`src/rtl/fht_control_param.sv`:
```
// ---------------------------------------------------------------------------
// fht_control_param
// Address and strobe sequencer for a radix-2 in-place FHT of length
// 2^N_LOG2 spread over 4 RAM banks of depth D = 2^A_BIT.
//
// Each stage lasts L = 2*D + PIPE_LAT clocks:
//   - The read window is cnt < 2*D. Each read address is held for two
//     clocks because the butterfly takes two tacts per pair.
//   - The write window is cnt >= PIPE_LAT. It replays the read sequence
//     PIPE_LAT clocks later.
// The bank-set strobes ping-pong between stages.
//
// Optional build macro: FHT_STALL_EN
//   This adds input iSTALL, which freezes the sequencer while it is busy
//   and masks the write strobes.
//
// Ports:
//   iCLK, iRESET        clock, asynchronous active-low reset
//   iSTALL              (FHT_STALL_EN only) freeze request
//   iSTART              start request, sampled while oRDY=1
//   oRDY, oDONE         idle flag, one-cycle end-of-transform pulse
//   oSTAGE              current stage index
//   oST_ZERO, oST_LAST  first / last stage while busy
//   oSECTOR, oSEC_HALF  sector index and half flag of the read address
//   oADDR_RD(_BIAS)     direct / mirrored read address
//   oADDR_WR(_BIAS)     direct / mirrored write address
//   oADDR_COEF          coefficient ROM address
//   oRD_VALID           read window active
//   oWE_A, oWE_B        write strobes for bank sets A / B
//   oSOURCE_DATA        bank set being read (0=A, 1=B)
// ---------------------------------------------------------------------------
module fht_control_param #(
  parameter int N_LOG2   = 10,
  parameter int A_BIT    = N_LOG2 - 2,
  parameter int PIPE_LAT = 6,
  parameter int STG_BIT  = 4
) (
  input  logic               iCLK,
  input  logic               iRESET,
`ifdef FHT_STALL_EN
  input  logic               iSTALL,
`endif
  input  logic               iSTART,
  output logic               oRDY,
  output logic               oDONE,
  output logic [STG_BIT-1:0] oSTAGE,
  output logic               oST_ZERO,
  output logic               oST_LAST,
  output logic [A_BIT-1:0]   oSECTOR,
  output logic               oSEC_HALF,
  output logic [A_BIT-1:0]   oADDR_RD,
  output logic [A_BIT-1:0]   oADDR_RD_BIAS,
  output logic [A_BIT-1:0]   oADDR_WR,
  output logic [A_BIT-1:0]   oADDR_WR_BIAS,
  output logic [A_BIT-1:0]   oADDR_COEF,
  output logic               oRD_VALID,
  output logic               oWE_A,
  output logic               oWE_B,
  output logic               oSOURCE_DATA
);

  localparam int D     = 1 << A_BIT;
  localparam int L     = 2 * D + PIPE_LAT;
  localparam int CNT_W = $clog2(L);

  localparam logic [CNT_W-1:0]   CNT_LAST   = CNT_W'(L - 1);
  localparam logic [CNT_W-1:0]   RD_END     = CNT_W'(2 * D);
  localparam logic [CNT_W-1:0]   WR_START   = CNT_W'(PIPE_LAT);
  localparam logic [STG_BIT-1:0] STAGE_LAST = STG_BIT'(N_LOG2 - 1);
  localparam logic [STG_BIT-1:0] STAGE_SAT  = STG_BIT'(A_BIT);

  typedef enum logic {S_IDLE, S_RUN} state_t;

  state_t             state;
  logic [CNT_W-1:0]   cnt;
  logic [STG_BIT-1:0] stage;
  logic               src;
  logic               done;
  logic               stall;

`ifdef FHT_STALL_EN
  assign stall = iSTALL;
`else
  assign stall = 1'b0;
`endif

  // Offset mask within a sector of length 2^lg.
  // lg = A_BIT wraps the shifted one to zero, so the mask becomes all ones.
  function automatic logic [A_BIT-1:0] sec_mask(input int lg);
    logic [A_BIT:0] one_sh;
    one_sh = (A_BIT+1)'(1) << lg;
    return one_sh[A_BIT-1:0] - A_BIT'(1);
  endfunction

  // Mirror within the sector: base + ((sec_len - off) mod sec_len).
  // The low bits of -addr equal the low bits of -off.
  function automatic logic [A_BIT-1:0] mirror(input logic [A_BIT-1:0] addr,
                                              input logic [A_BIT-1:0] mask);
    return (addr & ~mask) | ((~addr + A_BIT'(1)) & mask);
  endfunction

  // Sequencer state.
  // Stage and bank-set toggle happen at the last count of a stage.
  // The done path is the only way the stage counter returns to 0.
  always_ff @(posedge iCLK or negedge iRESET) begin
    if (!iRESET) begin
      state <= S_IDLE;
      cnt   <= '0;
      stage <= '0;
      src   <= 1'b0;
      done  <= 1'b0;
    end else begin
      done <= 1'b0;
      case (state)
        S_IDLE: begin
          if (iSTART) begin
            state <= S_RUN;
            cnt   <= '0;
            stage <= '0;
            src   <= 1'b0;
          end
        end
        S_RUN: begin
          if (!stall) begin
            if (cnt == CNT_LAST) begin
              cnt <= '0;
              if (stage == STAGE_LAST) begin
                state <= S_IDLE;
                done  <= 1'b1;
                stage <= '0;
                src   <= 1'b0;
              end else begin
                stage <= stage + STG_BIT'(1);
                src   <= ~src;
              end
            end else begin
              cnt <= cnt + CNT_W'(1);
            end
          end
        end
        default: state <= S_IDLE;
      endcase
    end
  end

  // Address and strobe decode from the registered counters.
  // Sector length saturates at the bank depth, so lg = min(stage, A_BIT).
  always_comb begin
    logic             busy;
    int               lg;
    logic [A_BIT-1:0] mask;
    logic [A_BIT-1:0] rd_addr;
    logic [A_BIT-1:0] off;
    logic [CNT_W-1:0] w;

    busy    = (state == S_RUN);
    lg      = (stage > STAGE_SAT) ? A_BIT : int'(stage);
    mask    = sec_mask(lg);
    rd_addr = '0;
    w       = '0;

    oRDY          = ~busy;
    oDONE         = done;
    oSTAGE        = stage;
    oSOURCE_DATA  = src;
    oST_ZERO      = busy && (stage == '0);
    oST_LAST      = busy && (stage == STAGE_LAST);
    oRD_VALID     = 1'b0;
    oADDR_RD      = '0;
    oADDR_RD_BIAS = '0;
    oSECTOR       = '0;
    oSEC_HALF     = 1'b0;
    oADDR_COEF    = '0;
    oADDR_WR      = '0;
    oADDR_WR_BIAS = '0;
    oWE_A         = 1'b0;
    oWE_B         = 1'b0;

    if (busy && (cnt < RD_END)) begin
      rd_addr   = A_BIT'(cnt >> 1);
      oRD_VALID = 1'b1;
    end
    off           = rd_addr & mask;
    oADDR_RD      = rd_addr;
    oADDR_RD_BIAS = mirror(rd_addr, mask);
    oSECTOR       = rd_addr >> lg;
    // The top mask bit marks the second half of the sector.
    // The mask is empty for sec_len = 1.
    oSEC_HALF     = |(off & (mask ^ (mask >> 1)));
    oADDR_COEF    = off << (A_BIT - lg);

    // The second tact of each pair carries the strobe.
    // The strobe goes to the bank set that is not being read.
    if (busy && (cnt >= WR_START)) begin
      w             = cnt - WR_START;
      oADDR_WR      = A_BIT'(w >> 1);
      oADDR_WR_BIAS = mirror(A_BIT'(w >> 1), mask);
      oWE_B         = w[0] && !stall && !src;
      oWE_A         = w[0] && !stall && src;
    end
  end

endmodule

```
`config.mk`:
```
export PLATFORM = sky130hd
export DESIGN_NAME = fht_control_param
export DESIGN_NICKNAME = d
export VERILOG_FILES = /design/src/rtl/fht_control_param.sv
export SDC_FILE = /design/constraint.sdc
export NUM_CORES = 1
export LEC_CHECK = 0
export CAP_MARGIN = 40
export CORE_MARGIN = 2
export CORE_UTILIZATION = 25
export CTS_BUF_LIST = sky130_fd_sc_hd__clkbuf_4
export DETAILED_ROUTE_END_ITERATION = 7
export PLACE_DENSITY = 0.49
export SLEW_MARGIN = 20
export SYNTH_ARGS = -nofsm -noshare
export SYNTH_HDL_FRONTEND = slang
export SYNTH_SLANG_ARGS = --single-unit
```
`constraint.sdc`:
```
create_clock -name iCLK -period 9.8 [get_ports iCLK]
set_clock_uncertainty 0.15 [all_clocks]
set_input_delay 1.96 -clock iCLK [delete_from_list [all_inputs] [get_ports iCLK]]
set_output_delay 1.96 -clock iCLK [all_outputs]
set_load 0.01 [all_outputs]
```
# --- After elaboration in Yosys (flattened, before gate mapping) ---
# Cells that the tools add are included.
classes:
  n_bitwise: 14
  addsub: 7
  muxes: 25
  shifts: 3
  n_lt_le_gt_ge: 3
  n_reduce_logical: 10
  eq_ne: 4
op_table:
  columns: ["op", "count"]
  rows:
  - ["8-bit AND", 6]
  - ["8-bit by 32-bit << shifter with 8-bit output", 1]
  - ["8-bit 2-to-1 mux", 3]
  - ["8-bit inverter", 3]
  - ["10-bit 2-to-1 mux", 2]
  - ["10-bit one-hot mux with 2 select lines", 1]
  - ["8-bit by 1-bit adder with 8-bit output (second input constant)", 2]
  - ["4-bit 2-to-1 mux", 4]
  - ["8-bit OR", 2]
  - ["1-bit 2-to-1 mux", 12]
  - ["10-bit by 1-bit adder with 10-bit output (second input constant)", 1]
  - ["10-bit equality test (second input constant)", 1]
  - ["10-bit by 3-bit >= comparator with 1-bit output (second input constant)", 1]
  - ["10-bit < comparator (second input constant)", 1]
  - ["9-bit by 3-bit subtractor with 9-bit output (second input constant)", 1]
  - ["4-bit one-hot mux with 2 select lines", 1]
  - ["8-bit OR reduction", 1]
  - ["1-bit by 4-bit << shifter with 8-bit output (first input constant)", 1]
  - ["8-bit by 4-bit right shift with 8-bit output", 1]
  - ["8-bit by 1-bit subtractor with 8-bit output (second input constant)", 1]
  - ["8-bit by 7-bit bitwise XOR with 8-bit output", 1]
  - ["1-bit logical AND", 6]
  - ["4-bit by 4-bit subtractor with 5-bit output (first input constant)", 1]
  - ["4-bit by 1-bit adder with 4-bit output (second input constant)", 1]
  - ["9 further kinds", 11]
word_totals:
  reg_bits: 17
  inputBits: 3

# --- Depth between registers and ports, before layout ---
# Gate-level depths: netlist of the first run.
logic_depth:
  ltp_word: 8
  mapped_depth: 15

# --- Worst setup path after synthesis of the first run ---
# No wires, ideal clock.
synth_path:
  kind: "register to output"
  start: "register stage[0] (netlist: oSTAGE[0])"
  end: "output oADDR_COEF[7]"
  n_path_buf: 1
  arrival_ns: 3.431
  stages_incl_launch_ff: 16
  slack_ns: 4.259
  cell_sequence: "dfrtp_1 -> clkbuf_1 -> inv_1 -> ha_1 -> nor2b_1 -> nor2_1 -> nor2_1 -> inv_1 -> ha_1 -> nand2b_1 -> ha_1 -> nor4bb_1 -> nand2_1 -> a21o_1 -> a21o_1 -> a32oi_1"
synth_via:
  elab_chain_cells: 6
  word_cells_on_any_way: 7
synth_lines:
  columns: ["element", "line_no", "rtl"]
  rows:
  - ["start: declaration", "76", "logic [STG_BIT-1:0] stage;"]
  - ["start signal: assignment", "133", "stage <= stage + STG_BIT'(1);"]
  - ["4-bit greater-than comparator", "157", "lg = (stage > STAGE_SAT) ? A_BIT : int'(stage);"]
  - ["4-bit 2-to-1 mux *", "157", null]
  - ["1-bit by 4-bit << shifter with 8-bit output", "91", "one_sh = (A_BIT+1)'(1) << lg;"]
  - ["8-bit by 1-bit subtractor with 8-bit output", "92", "return one_sh[A_BIT-1:0] - A_BIT'(1);"]
  - ["8-bit AND", "183", "off = rd_addr & mask;"]
  - ["8-bit by 32-bit << shifter with 8-bit output *", "190", "oADDR_COEF = off << (A_BIT - lg);"]
  - ["end: declaration", "55", "output logic [A_BIT-1:0] oADDR_COEF,"]
# Every way passes the cells marked *; elsewhere a longest branch is shown, timed or not.

# --- Final worst setup path of the first run ---
# Ends and elaborated chain as after synthesis.

==> results.py, run 1 <==
metrics = {
    "critical_path": {
        "r2r-end": "oSTAGE[2]",
        "crit_fanout": 26,
        "worst_setup_path_start_kind": "register",
        "end_kind": "output pin",
        "required_ns": 7.69,
        "path_class": "reg2out",
        "r2r_slack_ns": 6.98,
        "arrival_ns": 4.95,
        "reg2regPathDepth": 5,
        "regToRegStartpoint": "cnt[6]",
    },
    "final_layout": {
        "area_delta_synth_final_pct": 28.22,
        "layout.nets": 429,
        "drive_gt1_share_pct": 5.783,
        "diodes": 0,
    },
    "synthesis": {
        "synth_flop_cell": "dfrtp_1",
        "ys_warn_count": 0,
        "synthArstFlopShare_pct": 100.0,
        "synth_fa_ha_area_share_pct": 4.850,
        "synth_top_family_by_area": "simple AND/OR/NAND/NOR gates",
        "synth_edf_count": 0,
        "synth_compound_area_share_pct": 27.45,
        "ys_types": 63,
        "ys_seq_area_share_pct": 16.49,
        "syn-instance-count": 376,
        "synthMuxAreaShare_pct": 4.171,
        "synth_area_per_cell_um2": 6.862,
        "ys_seq_elements": 17,
        "syn_nets": 389,
        "synth-xor-area-share_pct": 6.450,
        "synthSimpleGateAreaFrac_pct": 32.10,
        "netlist_area_um2": 2580,
    },
    "routing": {
        "routed_wl_um": 9298,
        "wl_per_cell_um": 16.87,
        "dr.first_iter.drc_count": 181,
        "postRouteAntennaNets": 0,
        "vias": 2929,
        "routed_via_density": 5.316,
        "route.detailed.drc": 0,
        "dr.pass1.iters": 5,
    },
    "placed_design": {
        "numPortBuffers": 63,
        "gp_congestion": 0.9345,
        "hpwlAfterDp_um": 6925,
    },
    "die": {
        "fp.dieH_um": 105.6,
        "start_util_pct": 25.33,
        "io_pins": 64,
        "rows": 37,
        "fp.dieArea_um2": 11150,
        "core_um2": 10180,
        "die_w_um": 105.6,
    },
    "cts": {
        "cts_tree": "yes",
        "clock-sinks": 17,
        "cts_hold_buf": 0,
        "cts-resized-gates": 0,
        "cts_made_buffers": 3,
        "path_clk_slew_ns": 0.10,
        "clk_latency_ns": 0.31,
        "cts_buffer_depth": 2,
        "htree_levels": 1,
        "ctsRootBufferMaster": "clkbuf_4",
        "postCtsSetupRepairBufs": 0,
    },
    "pwr": {
        "comb_power_share_pct": 79.5,
        "power.density_nw_per_um2": 386.9,
        "p_int_mw": 0.6281,
        "ir_drop_v": 0.0001638,
        "power.leakage_nw": 1.293,
        "swShare_pct": 50.92,
        "pwr-share-clk_pct": 3.3,
        "sequentialPowerShare_pct": 17.2,
        "p_total_mw": 1.280,
        "power_switching_mw": 0.6518,
    },
    "timing": {
        "period_needed_ns": 7.065,
        "worst_slew_pin_slew_ns": 0.7811,
        "fin_crit_sh_pct": 72.09,
        "fmaxAchievable_mhz": 141.5,
        "hold_viol_final": 0,
        "setup_viol": 0,
        "fin_setup_tns_ns": 0,
        "slew_headroom_pct": 47.92,
        "rsz0062_at_grt": "false",
        "finalMaxSlewViolations": 0,
    },
    "global_routing": {
        "grt_max_degree": 32,
        "grtUsageTotal_pct": 16.52,
        "grt_overflow_total": 0,
        "antenna_found_initial": 0,
        "grt_pass1_vias": 2779,
        "grt_pass1_wl_um": 15060,
    },
    "flow_run": {
        "max_cap_viol_count": 0,
    },
    "status": {
        "status": "finished clean",
    },
    "worst_hold_path": {
        "hp-start": "oSOURCE_DATA",
        "hold_depth": 1,
        "hold_path_class": "reg2reg",
        "min_to": "oSOURCE_DATA",
    },
}
==> cell type report <==
cell class	count	area, um^2
tap	136	170.2
inverter	20	75.07
clock inverter	1	7.507
fill	1134	6877
clock buffer	3	22.52
timing repair buffer	67	671.9
sequential	17	425.4
multi-input combinational	307	1936
==> synthesized netlist by cell type, drive strengths merged (5+ instances only) <==
cell type	count	share of area (%)
clkbuf	20	2.9
nand4	7	1.7
nor2b	12	2.9
a31oi	5	1.2
nand2	35	5.2
inv	20	2.9
dfrtp	17	16
and3	9	2.2
nand2b	10	2.4
nor2	44	6.5
a211oi	6	1.7
nand3	10	1.9
ha	10	4.8
xnor2	14	4.8
a21oi	16	3.1
xor2	5	1.7
o21ai	38	7.5
nor3	17	3.3
buf	12	2.7
==> worst max-delay path by stage <==
stage	startpoint	end	slack, ns
3_3_place_gp	oSTAGE[0]	oADDR_COEF[7]	3.27
2_1_floorplan	oSTAGE[0]	oADDR_COEF[7]	4.26
5_1_grt	oSTAGE[0]	oADDR_COEF[7]	2.27
6_report	oSTAGE[0]	oADDR_COEF[7]	2.74
4_1_cts	oSTAGE[0]	oADDR_COEF[7]	2.73
3_5_place_dp	oSTAGE[0]	oADDR_COEF[7]	3.09
==> metrics by stage <==
step                cell area, um^2  std cells  worst slack, ns  hold slack, ns  utilization, %
global route                   3308        551            2.266          0.4886           32.48
finish                         3308        551            2.735          0.4303           32.48
detailed placement             3256        545            3.090          0.4341           31.97
floorplan                      2580        376            4.259          0.4098               -
CTS                            3286        549            2.731          0.4605           32.26
global placement               3244        544            3.270          0.4278           31.86
==> worst max-delay path, stage by stage (launching register included) <==
cell and delay (ns):
dfrtp_1 0.86, inv_1 0.21, ha_1 0.30, nor2b_1 0.19, nor2_1 0.33, nor2_1 0.13
inv_1 0.24, ha_1 0.22, nand2b_1 0.11, ha_1 0.35, nor4bb_1 0.51, nand2_1 0.10
a21o_1 0.22, a21o_1 0.18, a32oi_1 0.15, clkdlybuf4s50_1 0.56
==> state kept, by name (all words and copies together), names as in the netlist <==
register / flops
cnt: 10
oDONE: 1
oSOURCE_DATA: 1
oSTAGE: 4
state: 1
==> cells in the final DEF (no fill, tap or decap), drive strengths merged, types with 5 or more instances in the layout <==
master and instances:
nor2b 12, nand2 35, xor2 5, nand3 10
o21ai 38, dfrtp 17, xnor2 14, clkdlybuf4s50 63
a21oi 16, nor2 44, nand2b 10, a31oi 5
a211oi 6, ha 10, nor3 17, and3 9
inv 20, nand4 7
==> layer usage <==
metal	share of wire [%]	wire, um	global-route usage (%)	up-vias
met3	6.3	586	1.979	4
met4	0.51	47	3.102	0
met2	44	4095	26.18	113
li1	-	-	-	1419
met5	0	0	0	-
met1	49	4568	24.18	1393
==> logic make-up after synthesis <==
logic type      Yosys count
xor+xnor                 19
compound gates          106
flops                    17
mux                       9
simple gates            163
buf+inv                  52
fa+ha+maj                10
==> power by group through the flow <==
stage | clock network, mW | registers [mW] | logic, mW
finish | 0.0418 | 0.221 | 1.02
detailed placement | 0 | 0.221 | 1.02
global placement | 0 | 0.219 | 1.01
global route | 0.0470 | 0.234 | 1.11
floorplan | 0 | 0.128 | 0.658
CTS | 0.0449 | 0.219 | 1.02
Power figures use the tool's default switching activity.
==> inputs of run 2 (changes only) <==
clock period = 7.1 ns   (was 9.8 ns; I/O delays follow)
==> run 2 against run 1 <==
Net effect:
- worst hold slack gained 0.0035 ns
- die area is the same
- non-clock buffer count is 2 higher
- critical path type unchanged
==> results.py, run 2 (synthesized netlist as in run 1, its figures left out) <==
metrics = {
    "cts": {
        "htree_levels": 1,
        "cts_hold_buf": 0,
        "cts_tree": "yes",
        "clk_latency_ns": 0.29,
        "clock-sinks": 17,
        "cts_made_buffers": 3,
        "cts-resized-gates": 0,
        "path_clk_slew_ns": 0.11,
        "ctsRootBufferMaster": "clkbuf_4",
        "postCtsSetupRepairBufs": 0,
        "cts_buffer_depth": 2,
    },
    "pwr": {
        "sequentialPowerShare_pct": 15.6,
        "power.density_nw_per_um2": 535.3,
        "ir_drop_v": 0.0002545,
        "p_int_mw": 0.8768,
        "power_switching_mw": 0.9020,
        "swShare_pct": 50.71,
        "pwr-share-clk_pct": 3.3,
        "p_total_mw": 1.779,
        "power.leakage_nw": 1.307,
        "comb_power_share_pct": 81.1,
    },
    "timing": {
        "rsz0062_at_grt": "false",
        "fin_setup_tns_ns": 0,
        "fin_crit_sh_pct": 88.38,
        "slew_headroom_pct": 48.72,
        "worst_slew_pin_slew_ns": 0.7611,
        "setup_viol": 0,
        "fmaxAchievable_mhz": 159.4,
        "hold_viol_final": 0,
        "period_needed_ns": 6.275,
        "finalMaxSlewViolations": 0,
        "fin_ws_ns": 0.8248,
    },
    "final_layout": {
        "largest_register_ffs": 10,
        "final.fill_count": 1123,
        "multi_input_area_um2": 1936,
        "drive_gt1_share_pct": 6.235,
        "diodes": 0,
        "layout.nets": 431,
        "largest-register": "cnt",
        "layoutNonFillerInstCount": 553,
        "mostFrequentLayoutCells": "clkdlybuf4s50_1 (63), nor2_1 (43), o21ai_0 (36)",
        "area_delta_synth_final_pct": 28.81,
        "seq_area_um2": 425.4,
        "mostFrequentLayoutCell": "clkdlybuf4s50_1",
    },
    "die": {
        "die_w_um": 105.6,
        "fp.dieH_um": 105.6,
        "io_pins": 64,
        "core_um2": 10180,
        "fp.dieArea_um2": 11150,
        "rows": 37,
        "start_util_pct": 25.33,
    },
    "global_routing": {
        "grt_overflow_total": 0,
        "grtUsageTotal_pct": 16.45,
        "antenna_found_initial": 0,
        "grt_pass1_vias": 2757,
        "grt_pass1_wl_um": 15030,
        "grt_max_degree": 32,
    },
    "critical_path": {
        "regToRegStartpoint": "cnt[6]",
        "slowest_delay_ns": 0.66,
        "path_class": "reg2out",
        "crit_end": "oADDR_COEF[7]",
        "end_kind": "output pin",
        "crit_cells": 15,
        "crit_chain": "inv_1 > ha_1 > nor2b_1 > nor2_1 > nor2_1 > inv_1 > ha_1 > nand2b_1 > ha_1 > nor4bb_1 > nand2_1 > a21o_1 > a21o_1 > a32oi_1 > clkdlybuf4s50_1",
        "crit_fanout": 17,
        "reg2regPathDepth": 5,
        "r2r_slack_ns": 4.34,
        "crit_path_top_delay_cell": "dfrtp_1",
        "r2r-end": "oSTAGE[2]",
        "critical_path.startpoint": "oSTAGE[1]",
        "worst_setup_path_start_kind": "register",
        "critical-path-top-delay-family": "simple AND/OR/NAND/NOR gates",
        "path_common_cell": "ha_1",
        "arrival_ns": 4.71,
        "crit_buf_inv": 3,
        "required_ns": 5.53,
    },
    "placed_design": {
        "dpl.cell_count": 548,
        "hpwlAfterDp_um": 6847,
        "numPortBuffers": 63,
        "gp_congestion": 0.9049,
        "place_ws_ns": 1.228,
    },
    "routing": {
        "routed_wl_um": 9429,
        "dr.pass1.iters": 7,
        "dr.first_iter.drc_count": 204,
        "route.detailed.drc": 0,
        "postRouteAntennaNets": 0,
        "routed_via_density": 5.371,
        "wl_per_cell_um": 17.05,
        "vias": 2970,
    },
    "flow_run": {
        "max_cap_viol_count": 0,
    },
    "status": {
        "status": "finished clean",
    },
    "worst_hold_path": {
        "hold_path_class": "reg2reg",
    },
}
==> run 2: layout make-up <==
type | count | area share, %
clock buffers | 4 | 0.9036
inverters | 20 | 2.259
multi-input cells | 307 | 58.25
flip-flops and latches | 17 | 12.80
well taps | 136 | 5.120
repair buffers | 69 | 20.67
==> run 2: power by group through the flow <==
stage          Combinational [mW]  Sequential [mW]  Clock, mW
2_1_floorplan               0.908            0.177          0
3_3_place_gp                 1.43            0.273          0
3_5_place_dp                 1.44            0.275          0
4_1_cts                      1.44            0.274     0.0596
5_1_grt                      1.58            0.290     0.0644
6_report                     1.44            0.277     0.0587
==> run 2: worst min path at each step <==
stage                             from            to  depth (start not counted)
after CTS                 oSOURCE_DATA  oSOURCE_DATA                          1
after global placement    oSOURCE_DATA  oSOURCE_DATA                          1
after floorplan           oSOURCE_DATA  oSOURCE_DATA                          1
after detailed placement  oSOURCE_DATA  oSOURCE_DATA                          1
after global routing      oSOURCE_DATA  oSOURCE_DATA                          1
final                     oSOURCE_DATA  oSOURCE_DATA                          1
==> run 2: stage by stage <==
step	instance area (um^2)	hold slack [ns]	utilization (%)
4_1_cts	3308	0.4518	32.48
3_5_place_dp	3278	0.4302	32.19
6_report	3323	0.4338	32.63
5_1_grt	3323	0.4815	32.63
3_3_place_gp	3267	0.4253	32.08
2_1_floorplan	2580	0.4098	-
==> run 2: per-layer routing <==
layer	up-vias	global-route usage, %	wire length, um
met5	-	0	0
met4	0	4.041	136
met3	12	1.855	612
met2	136	25.58	4144
met1	1394	24.20	4536
li1	1428	-	-
==> inputs of run 3 (changes only) <==
CELL_PAD_IN_SITES_DETAIL_PLACEMENT = 1   (was default)
CELL_PAD_IN_SITES_GLOBAL_PLACEMENT = 2   (was default)
PLACE_DENSITY = 0.79   (was 0.49)
==> run 3 against run 2 <==
Net effect:
- sequential power hardly changed
- first-iteration DRC count is 29% lower
- worst setup slack worse by 0.099 ns
- register-to-register slack worse by 0.06 ns
- final cell count stayed put
- count of clock-buffer cells in the layout is 1 lower
- critical endpoint unchanged
- largest power group unchanged
==> results.py, run 3 (synthesized netlist as in run 1, its figures left out) <==
metrics = {
    "global_routing": {
        "grt_max_degree": 32,
        "grt_pass1_wl_um": 16140,
        "use_met2_pct": 29.31,
        "grt_overflow_total": 0,
        "grt_pass1_vias": 3008,
        "use_met3_pct": 2.165,
        "grtUsageMet1_pct": 24.76,
        "antenna_found_initial": 0,
        "grt.busiest_layer": "met2",
        "grtUsageTotal_pct": 17.72,
    },
    "cts": {
        "cts_buffer_depth": 2,
        "path_clk_slew_ns": 0.11,
        "clk_latency_ns": 0.30,
        "cts_tree": "yes",
        "ctsRootBufferMaster": "clkbuf_4",
        "clock-sinks": 17,
        "htree_levels": 1,
        "cts_hold_buf": 0,
        "cts_made_buffers": 3,
        "cts-resized-gates": 0,
        "postCtsSetupRepairBufs": 0,
    },
    "status": {
        "status": "finished clean",
    },
    "die": {
        "fp.dieH_um": 105.6,
        "fp.dieArea_um2": 11150,
        "die_w_um": 105.6,
        "rows": 37,
        "io_pins": 64,
        "start_util_pct": 25.33,
        "core_um2": 10180,
    },
    "critical_path": {
        "crit_chain": "inv_1 > ha_1 > nor2b_1 > nor2_1 > nor2_1 > inv_1 > ha_1 > nand2b_1 > ha_1 > nor4bb_1 > nand2_1 > a21o_1 > a21o_1 > a32oi_1 > clkdlybuf4s50_1",
        "slowest_delay_ns": 0.67,
        "end_kind": "output pin",
        "path_class": "reg2out",
        "crit_buf_inv": 3,
        "worst_setup_path_start_kind": "register",
        "path_common_cell": "ha_1",
        "crit_path_top_delay_cell": "dfrtp_1",
        "arrival_ns": 4.80,
        "required_ns": 5.53,
        "crit_fanout": 17,
        "critical-path-top-delay-family": "simple AND/OR/NAND/NOR gates",
    },
    "pwr": {
        "ir_drop_v": 0.0001774,
        "power.density_nw_per_um2": 538.5,
        "power.leakage_nw": 1.303,
    },
    "routing": {
        "route.detailed.drc": 0,
        "vias": 2988,
        "routed_wl_um": 10000,
        "postRouteAntennaNets": 0,
        "dr.pass1.iters": 4,
        "wl_per_cell_um": 18.09,
        "dr.first_iter.drc_count": 145,
        "routed_via_density": 5.403,
    },
    "timing": {
        "period_needed_ns": 6.374,
        "worst_slew_pin_slew_ns": 0.7362,
        "hold_viol_final": 0,
        "fmaxAchievable_mhz": 156.9,
        "finalMaxSlewViolations": 0,
        "setup_viol": 0,
        "fin_setup_tns_ns": 0,
        "fin_crit_sh_pct": 89.78,
        "fin_hold_ws_ns": 0.4531,
        "slew_headroom_pct": 50.40,
        "rsz0062_at_grt": "false",
    },
    "final_layout": {
        "largest_register_ffs": 10,
        "drive_gt1_share_pct": 6.235,
        "area_delta_synth_final_pct": 28.81,
        "mostFrequentLayoutCell": "clkdlybuf4s50_1",
        "layout.nets": 431,
        "final.fill_count": 1303,
        "mostFrequentLayoutCells": "clkdlybuf4s50_1 (63), nor2_1 (43), o21ai_0 (36)",
        "largest-register": "cnt",
        "diodes": 0,
    },
    "worst_hold_path": {
        "hold_path_class": "reg2reg",
    },
    "placed_design": {
        "hpwlAfterDp_um": 7437,
        "gp_congestion": 0.9029,
        "numPortBuffers": 63,
    },
    "flow_run": {
        "max_cap_viol_count": 0,
    },
}
## run 3: changes by cell type in the layout (fill, tap and decap cells not counted), sizes merged
cell | before | now
clkbuf | 4 | 3
clkinvlp | 0 | 1
## run 3: power by group
| group | switching (mW) | internal [mW] | total [mW] |
|---|---|---|---|
| sequential | 0.148 | 0.130 | 0.278 |
| clock | 0.0364 | 0.0215 | 0.0578 |
| combinational | 0.731 | 0.722 | 1.45 |
## run 3: stage by stage
stage | utilization [%] | total power [mW] | cell area (um^2) | std cells | worst slack [ns]
after CTS | 32.48 | 1.800 | 3308 | 552 | 0.7836
final | 32.63 | 1.789 | 3323 | 553 | 0.7257
after floorplan | - | 1.084 | 2580 | 376 | 2.099
after global placement | 32.08 | 1.702 | 3267 | 547 | 1.406
after detailed placement | 32.19 | 1.735 | 3278 | 548 | 1.155
after global routing | 32.63 | 1.943 | 3323 | 553 | 0.3815
## run 3: final cells by class
cell class | count | area, um^2 | share of cell area, %
clock buffers | 3 | 22.52 | 0.6777
clock inverters | 1 | 7.507 | 0.2259
inverters | 20 | 75.07 | 2.259
multi-input cells | 307 | 1936 | 58.25
flip-flops and latches | 17 | 425.4 | 12.80
well taps | 136 | 170.2 | 5.120
repair buffers | 69 | 686.9 | 20.67
## run 3: path summary, 6_finish.rpt
kind	end	depth (start not counted)	from	slack (ns)
setup reg to reg	oSTAGE[2]	5	cnt[6]	4.28
hold / removal	oSOURCE_DATA	1	oSOURCE_DATA	0.45
hold reg to reg	oSOURCE_DATA	1	oSOURCE_DATA	0.45
setup / recovery	oADDR_COEF[7]	15	oSTAGE[1]	0.73
max in group asynchronous	oSTAGE[3]	2	iRESET	5.26
min in group asynchronous	oSTAGE[0]	1	iRESET	1.18
## run 3: per-layer routing
layer | vias up | share of wire [%]
met5 | - | 0
met4 | 0 | 0.92
met3 | 6 | 4.9
met2 | 91 | 47
met1 | 1472 | 47
li1 | 1419 | -
